<file path="config.mk">
export PLATFORM = sky130hd
export DESIGN_NAME = svm_sched_ctrl_flat
export DESIGN_NICKNAME = d
export VERILOG_FILES = /design/src/rtl/svm_sched_ctrl_pkg.sv /design/src/rtl/svm_sched_ctrl_if.sv /design/src/rtl/svm_sched_ctrl_fall_confirm.sv /design/src/rtl/svm_sched_ctrl.sv /design/src/flat_wrapper.sv
export SDC_FILE = /design/constraint.sdc
export NUM_CORES = 1
export LEC_CHECK = 0
export CAP_MARGIN = 0
export CORE_UTILIZATION = 41
export DETAILED_ROUTE_END_ITERATION = 10
export GPL_ROUTABILITY_DRIVEN = 0
export PLACE_DENSITY_LB_ADDON = 0.2
export SLEW_MARGIN = 10
export SYNTH_ARGS = -nofsm -noshare
export SYNTH_HDL_FRONTEND = slang
export SYNTH_SLANG_ARGS = --single-unit
</file>
<file path="constraint.sdc">
create_clock -name clk -period 1.5 [get_ports clk]
set_input_delay 0.15 -clock clk [delete_from_list [all_inputs] [get_ports clk]]
set_output_delay 0.15 -clock clk [all_outputs]
set_load 0.01 [all_outputs]
</file>
<file path="src/rtl/svm_sched_ctrl_pkg.sv">
// rtl/svm_sched_ctrl_pkg.sv - shared types, widths and defaults for the SVM scheduler
package svm_sched_ctrl_pkg;

    localparam int FEAT_W          = 32;
    localparam int TIMEOUT_CYC_DEF = 64;
    localparam int CONFIRM_N_DEF   = 2;
    localparam int CONF_W          = 4;

    typedef enum logic [1:0] {
        IDLE   = 2'd0,
        START  = 2'd1,
        WAIT   = 2'd2,
        REPORT = 2'd3
    } sched_state_e;

    // Saturating increment for the confirm counter: sticks at all-ones.
    function automatic logic [CONF_W-1:0] sat_inc(input logic [CONF_W-1:0] v);
        return (v == {CONF_W{1'b1}}) ? v : v + CONF_W'(1);
    endfunction

endpackage

</file>
<file path="src/rtl/svm_sched_ctrl_if.sv">
// rtl/svm_sched_ctrl_if.sv - feature stream and SVM datapath bundles
interface svm_feat_if;
    import svm_sched_ctrl_pkg::*;

    logic              feat_valid;
    logic              feat_ready;
    logic [FEAT_W-1:0] feat_mean;
    logic [FEAT_W-1:0] feat_std;

    modport master (output feat_valid, output feat_mean, output feat_std, input feat_ready);
    modport slave  (input feat_valid, input feat_mean, input feat_std, output feat_ready);
endinterface

interface svm_dp_if;
    import svm_sched_ctrl_pkg::*;

    logic              svm_start;
    logic [FEAT_W-1:0] svm_mean;
    logic [FEAT_W-1:0] svm_std;
    logic              svm_done;
    logic              svm_fall;

    modport master (output svm_start, output svm_mean, output svm_std,
                    input svm_done, input svm_fall);
    modport slave  (input svm_start, input svm_mean, input svm_std,
                    output svm_done, output svm_fall);
endinterface

</file>
<file path="src/rtl/svm_sched_ctrl_fall_confirm.sv">
// rtl/svm_sched_ctrl_fall_confirm.sv - consecutive-fall confirm counter and sticky alarm
module fall_confirm
    import svm_sched_ctrl_pkg::*;
#(
    parameter int CONFIRM_N = CONFIRM_N_DEF
) (
    input  logic clk,
    input  logic reset,
    input  logic result_valid,
    input  logic result_fall,
    input  logic timeout,
    input  logic alarm_clear,
    output logic fall_alarm
);

    logic [CONF_W-1:0] cnt_q, cnt_d;
    logic              alarm_q, alarm_d;
    logic [CONF_W-1:0] cnt_inc;

    // Counter and alarm registers.
    always_ff @(posedge clk) begin
        if (reset) begin
            cnt_q   <= '0;
            alarm_q <= 1'b0;
        end else begin
            cnt_q   <= cnt_d;
            alarm_q <= alarm_d;
        end
    end

    // Clear dominates; otherwise a fall result extends the streak and may arm the alarm.
    always_comb begin
        cnt_d   = cnt_q;
        alarm_d = alarm_q;
        cnt_inc = sat_inc(cnt_q);
        if (alarm_clear) begin
            cnt_d   = '0;
            alarm_d = 1'b0;
        end else if (timeout) begin
            cnt_d = '0;
        end else if (result_valid) begin
            if (result_fall) begin
                cnt_d = cnt_inc;
                if (cnt_inc == CONF_W'(CONFIRM_N)) begin
                    alarm_d = 1'b1;
                end
            end else begin
                cnt_d = '0;
            end
        end
    end

    assign fall_alarm = alarm_q;

endmodule

</file>
<file path="src/rtl/svm_sched_ctrl.sv">
// rtl/svm_sched_ctrl.sv - single-job scheduler for the SVM fall-detection datapath
module svm_sched_ctrl
    import svm_sched_ctrl_pkg::*;
#(
    parameter int TIMEOUT_CYC = TIMEOUT_CYC_DEF,
    parameter int CONFIRM_N   = CONFIRM_N_DEF
) (
    input  logic       clk,
    input  logic       reset,
    svm_feat_if.slave  feat,
    svm_dp_if.master   dp,
    output logic       result_valid,
    output logic       result_fall,
    output logic       fall_alarm,
    input  logic       alarm_clear,
    output logic       timeout_err
);

    localparam int            TMO_W    = (TIMEOUT_CYC > 1) ? $clog2(TIMEOUT_CYC) : 1;
    localparam logic [TMO_W-1:0] TMO_LOAD = TMO_W'(TIMEOUT_CYC - 1);

    sched_state_e      state_q, state_d;
    logic [FEAT_W-1:0] mean_q, mean_d;
    logic [FEAT_W-1:0] std_q, std_d;
    logic [TMO_W-1:0]  tmo_q, tmo_d;
    logic              fall_q, fall_d;

    // State and job registers; reset abandons any job in flight.
    always_ff @(posedge clk) begin
        if (reset) begin
            state_q <= IDLE;
            mean_q  <= '0;
            std_q   <= '0;
            tmo_q   <= '0;
            fall_q  <= 1'b0;
        end else begin
            state_q <= state_d;
            mean_q  <= mean_d;
            std_q   <= std_d;
            tmo_q   <= tmo_d;
            fall_q  <= fall_d;
        end
    end

    // Next state: done wins over an expiring counter in the last WAIT cycle.
    always_comb begin
        state_d = state_q;
        mean_d  = mean_q;
        std_d   = std_q;
        tmo_d   = tmo_q;
        fall_d  = fall_q;
        case (state_q)
            IDLE: begin
                if (feat.feat_valid) begin
                    mean_d  = feat.feat_mean;
                    std_d   = feat.feat_std;
                    state_d = START;
                end
            end
            START: begin
                tmo_d   = TMO_LOAD;
                state_d = WAIT;
            end
            WAIT: begin
                if (dp.svm_done) begin
                    fall_d  = dp.svm_fall;
                    state_d = REPORT;
                end else if (tmo_q == '0) begin
                    state_d = IDLE;
                end else begin
                    tmo_d = tmo_q - TMO_W'(1);
                end
            end
            REPORT: begin
                state_d = IDLE;
            end
            default: begin
                state_d = IDLE;
            end
        endcase
    end

    // Outputs decoded from the current state; ready is held low while in reset.
    always_comb begin
        feat.feat_ready = (state_q == IDLE) && !reset;
        dp.svm_start    = (state_q == START);
        result_valid    = (state_q == REPORT);
        timeout_err     = (state_q == WAIT) && !dp.svm_done && (tmo_q == '0);
    end

    assign dp.svm_mean  = mean_q;
    assign dp.svm_std   = std_q;
    assign result_fall  = fall_q;

    fall_confirm #(
        .CONFIRM_N (CONFIRM_N)
    ) u_confirm (
        .clk          (clk),
        .reset        (reset),
        .result_valid (result_valid),
        .result_fall  (result_fall),
        .timeout      (timeout_err),
        .alarm_clear  (alarm_clear),
        .fall_alarm   (fall_alarm)
    );

endmodule
</file>
<file path="src/flat_wrapper.sv">
// flat-port wrapper written by rule: the top's interface ports become plain ports
module svm_sched_ctrl_flat import svm_sched_ctrl_pkg::*;
#(
    parameter int TIMEOUT_CYC = TIMEOUT_CYC_DEF,
    parameter int CONFIRM_N   = CONFIRM_N_DEF
)
  (clk, reset, result_valid, result_fall, fall_alarm, alarm_clear, timeout_err, feat_feat_valid, feat_feat_mean, feat_feat_std, feat_feat_ready, dp_svm_start, dp_svm_mean, dp_svm_std, dp_svm_done, dp_svm_fall);
  svm_feat_if feat_i ();
  svm_dp_if dp_i ();
  input  logic clk;
  input  logic reset;
  output logic result_valid;
  output logic result_fall;
  output logic fall_alarm;
  input  logic alarm_clear;
  output logic timeout_err;
  input wire logic [$bits(feat_i.feat_valid)-1:0] feat_feat_valid;
  input wire logic [$bits(feat_i.feat_mean)-1:0] feat_feat_mean;
  input wire logic [$bits(feat_i.feat_std)-1:0] feat_feat_std;
  output wire logic [$bits(feat_i.feat_ready)-1:0] feat_feat_ready;
  output wire logic [$bits(dp_i.svm_start)-1:0] dp_svm_start;
  output wire logic [$bits(dp_i.svm_mean)-1:0] dp_svm_mean;
  output wire logic [$bits(dp_i.svm_std)-1:0] dp_svm_std;
  input wire logic [$bits(dp_i.svm_done)-1:0] dp_svm_done;
  input wire logic [$bits(dp_i.svm_fall)-1:0] dp_svm_fall;
  assign feat_i.feat_valid = feat_feat_valid;
  assign feat_i.feat_mean = feat_feat_mean;
  assign feat_i.feat_std = feat_feat_std;
  assign feat_feat_ready = feat_i.feat_ready;
  assign dp_svm_start = dp_i.svm_start;
  assign dp_svm_mean = dp_i.svm_mean;
  assign dp_svm_std = dp_i.svm_std;
  assign dp_i.svm_done = dp_svm_done;
  assign dp_i.svm_fall = dp_svm_fall;
  svm_sched_ctrl #(.TIMEOUT_CYC(TIMEOUT_CYC), .CONFIRM_N(CONFIRM_N)) u_core (.clk(clk), .reset(reset), .feat(feat_i), .dp(dp_i), .result_valid(result_valid), .result_fall(result_fall), .fall_alarm(fall_alarm), .alarm_clear(alarm_clear), .timeout_err(timeout_err));
endmodule
</file>
==> results_dict.tcl <==
set metrics [dict create \
    worst_pin_slew_ns 0.339 \
    worstPathArrival_ns 1.69 \
    synth_seq_area_share_pct 53.2 \
    max_slew_margin_pct 77.4 \
    post-dp-hpwl_um 5350 \
    grt_pass1_wl_um 12300 \
    fp.dieArea_sq_mm 0.00751 \
    fp.dieW_um 86.7 \
    io_buffers 139 \
    crit_type "reg -> reg" \
    synth_cells 372 \
    cp.required_ns 1.72 \
    dieHeight_um 86.7 \
    grt_util_all_layers_pct 21.2 \
    drc 0 \
    reg2reg_depth 5 \
    hold_depth 3 \
    antenna_found_initial 0 \
    cts_buffer_depth 2 \
    period_share_pct 97.5 \
    num_io_pins 140 \
    wl_um 7780 \
    p_leak_nw 1.83 \
    startpoint_type "register" \
    core_sq_mm 0.00687 \
    final_cell_area_sq_mm 0.00485 \
    drive_gt1_share_pct 11.4 \
    ys_seq_elements 78 \
    avgRoutedWirePerCell_um 12.5 \
    outcome "finished clean" \
    cp_max_fo 3 \
    placed_area_sq_mm 0.00457 \
    cts-buffers-inserted 9 \
    synth_edf_count 0 \
    hold_class "in -> reg" \
    max_freq_mhz 683 \
    maxSlewViolCount 0 \
    layout.nets 594 \
    crit_slowest_cell "or3b_4" \
    max_stage_delay_ns 0.39 \
    synth_cell_types 34 \
    drt-initial-drc-count 67 \
    overflow 0 \
    powerDensity_mw_per_mm2 1080 \
    total_power_mw 5.23 \
    period_needed_ns 1.46 \
    min_to "u_core.dp.svm_mean[23]" \
    worstPathCellList "or3b_4 > buf_6 > a311oi_2 > xnor2_1 > a21oi_1" \
    ir_drop_mv 0.607 \
    hold_ws_ns 0.311 \
    syn_area_sq_mm 0.00294 \
    num_vias 2997 \
    rrSetupSlack_ns 0.04 \
    cts_tree "done" \
    hp-start "reset" \
    async_flop_share_pct 0 \
    place_ws_ns -0.260 \
    worst_r2r_endpoint "u_core.tmo_q[3]" \
    grt_max_degree 76 \
    insertion_delay_ns 0.34 \
    grt_pass1_vias 2746 \
    avgSynthCellArea_sq_um 7.90 \
    areaGrowthSynthToFinish_pct 65.2 \
    n_antenna_cell 0 \
    cts_hold_buf 0 \
    postRouteAntennaNets 0 \
    h-tree-depth 3 \
    drt_first_pass_iters 4 \
    r2r-start "u_core.state_q[0]" \
    hold_violations 0 \
    endpoint_kind "register" \
    viasPerCell 4.83 \
    setup_ws_ns 0.0368 \
    synthesis.nets 445 \
    cts_sinks 78 \
    setup_violations 0 \
    yosysWarnings 0 \
    cts_root_buf "clkbuf_8" \
    skew_ns 0.00749 \
    synth_ff_type "dfxtp_1" \
    cap_violations 0 \
    num_rows 30 \
    initial_utilization_pct 42.8 \
    clkTransAtPathRegs_ns 0.08 \
]
logic make-up (layout without fill, tap and decap cells):
logic type | count (synthesis) | in the layout | synth area share (%)
adders and majority gates | 3 | 3 | 1.28
DFF | 78 | 78 | 53.2
buffers and inverters | 29 | 182 | 4.13
AOI/OAI and AO/OA | 89 | 89 | 16.5
and+or+nand+nor | 169 | 169 | 23.7
xor gates and xnor gates | 2 | 2 | 0.596
muxes | 2 | 2 | 0.681
cells in the mapped netlist, types with 2 or more instances:
| cell type | count | area share [%] |
|---|---|---|
| nand3_1 | 3 | 0.51 |
| dfxtp_1 | 78 | 53 |
| nand2b_1 | 2 | 0.43 |
| clkbuf_1 | 13 | 1.7 |
| nand3b_1 | 2 | 0.51 |
| nor2_1 | 8 | 1.0 |
| buf_2 | 7 | 1.2 |
| nor3_1 | 6 | 1.0 |
| and3_1 | 3 | 0.64 |
| a211oi_1 | 3 | 0.77 |
| a21oi_1 | 76 | 13 |
| o21ai_0 | 4 | 0.68 |
| mux2i_1 | 2 | 0.68 |
| inv_1 | 6 | 0.77 |
| nand2_1 | 137 | 18 |
| ha_1 | 3 | 1.3 |
| o21ai_1 | 2 | 0.34 |
sequential cells by signal, summed over array words and instances (netlist names):
signal and count:
u_core.u_confirm.cnt_q 4, u_core.u_confirm.fall_alarm 1, u_core.tmo_q 6, u_core.dp.svm_mean 32
u_core.dp.svm_std 32, u_core.result_fall 1, u_core.state_q 2
worst max-delay path: cells and delay by family, from the launching register on:
family	cells	cell delay, ns
AO/OA/AOI/OAI	2	0.34
buffers and inverters	1	0.14
XOR/XNOR	1	0.15
flip-flops	1	0.33
AND/OR/NAND/NOR	1	0.39
worst max path at each step:
stage                                    startpoint                   endpoint  slack, ns  depth (start not counted)
final                             u_core.state_q[0]            u_core.tmo_q[3]       0.04                          5
after global routing      u_core.u_confirm.cnt_q[1]  u_core.u_confirm.cnt_q[1]      -0.01                          5
after CTS                         u_core.state_q[1]               dp_svm_start      0.006                          4
after detailed placement                dp_svm_done                timeout_err      -0.26                          4
after global placement                  dp_svm_done                timeout_err      -0.25                          4
after floorplan                   u_core.state_q[1]            u_core.tmo_q[3]       0.13                          5
layout by cell type, fill, tap and decap left out, types with 3 or more instances in the layout:
cell             instances
nand2_1                136
clkdlybuf4s50_1        134
a21oi_1                 76
dfxtp_1                 72
buf_4                   14
clkbuf_8                10
nor2_1                   8
nor3_1                   6
buf_12                   6
dfxtp_2                  6
inv_1                    4
o21ai_0                  4
inv_2                    3
a211oi_1                 3
and3_1                   3
bufinv_16                3
timing repair:
action                     4_1_cts  5_1_grt
pin swaps                        0        5
cloned                           0        0
gates resized for setup         11       18
setup endpoints to repair        5        8
setup buffers                    0        2
hold endpoints to repair         0        0
routing by layer:
| layer | vias up | GRT usage (%) | wire (um) |
|---|---|---|---|
| li1 | 1519 | - | - |
| met1 | 1342 | 24.0 | 3200 |
| met2 | 127 | 35.0 | 3660 |
| met3 | 9 | 10.2 | 821 |
| met4 | 0 | 6.82 | 105 |
| met5 | - | 0 | 0 |
stage by stage:
step | TNS (ns) | instances | utilization (%)
2_1_floorplan | 0 | 372 | -
3_3_place_gp | -1.00 | 604 | 66.5
3_5_place_dp | -1.34 | 604 | 66.5
4_1_cts | 0 | 619 | 69.9
5_1_grt | -0.0124 | 621 | 70.7
6_report | 0 | 621 | 70.7
cell type report:
class | instances | area [sq um]
Clock buffer | 11 | 141
Clock inverter | 4 | 95.1
Fill cell | 567 | 2020
Inverter | 7 | 26.3
Multi-Input combinational cell | 265 | 1290
Sequential cell | 78 | 1570
Tap cell | 96 | 120
Timing Repair Buffer | 160 | 1610
where the power goes:
part / total [mW] / internal, mW / switching [mW] / leakage [nW]
Sequential: 2.29 / 2.21 / 0.0797 / 0.642
Clock: 1.86 / 1.14 / 0.723 / 0.119
Combinational: 1.07 / 0.603 / 0.466 / 1.07
Total: 5.23 / 3.96 / 1.27 / 1.83
No activity file was read; power rests on OpenSTA's default activity.
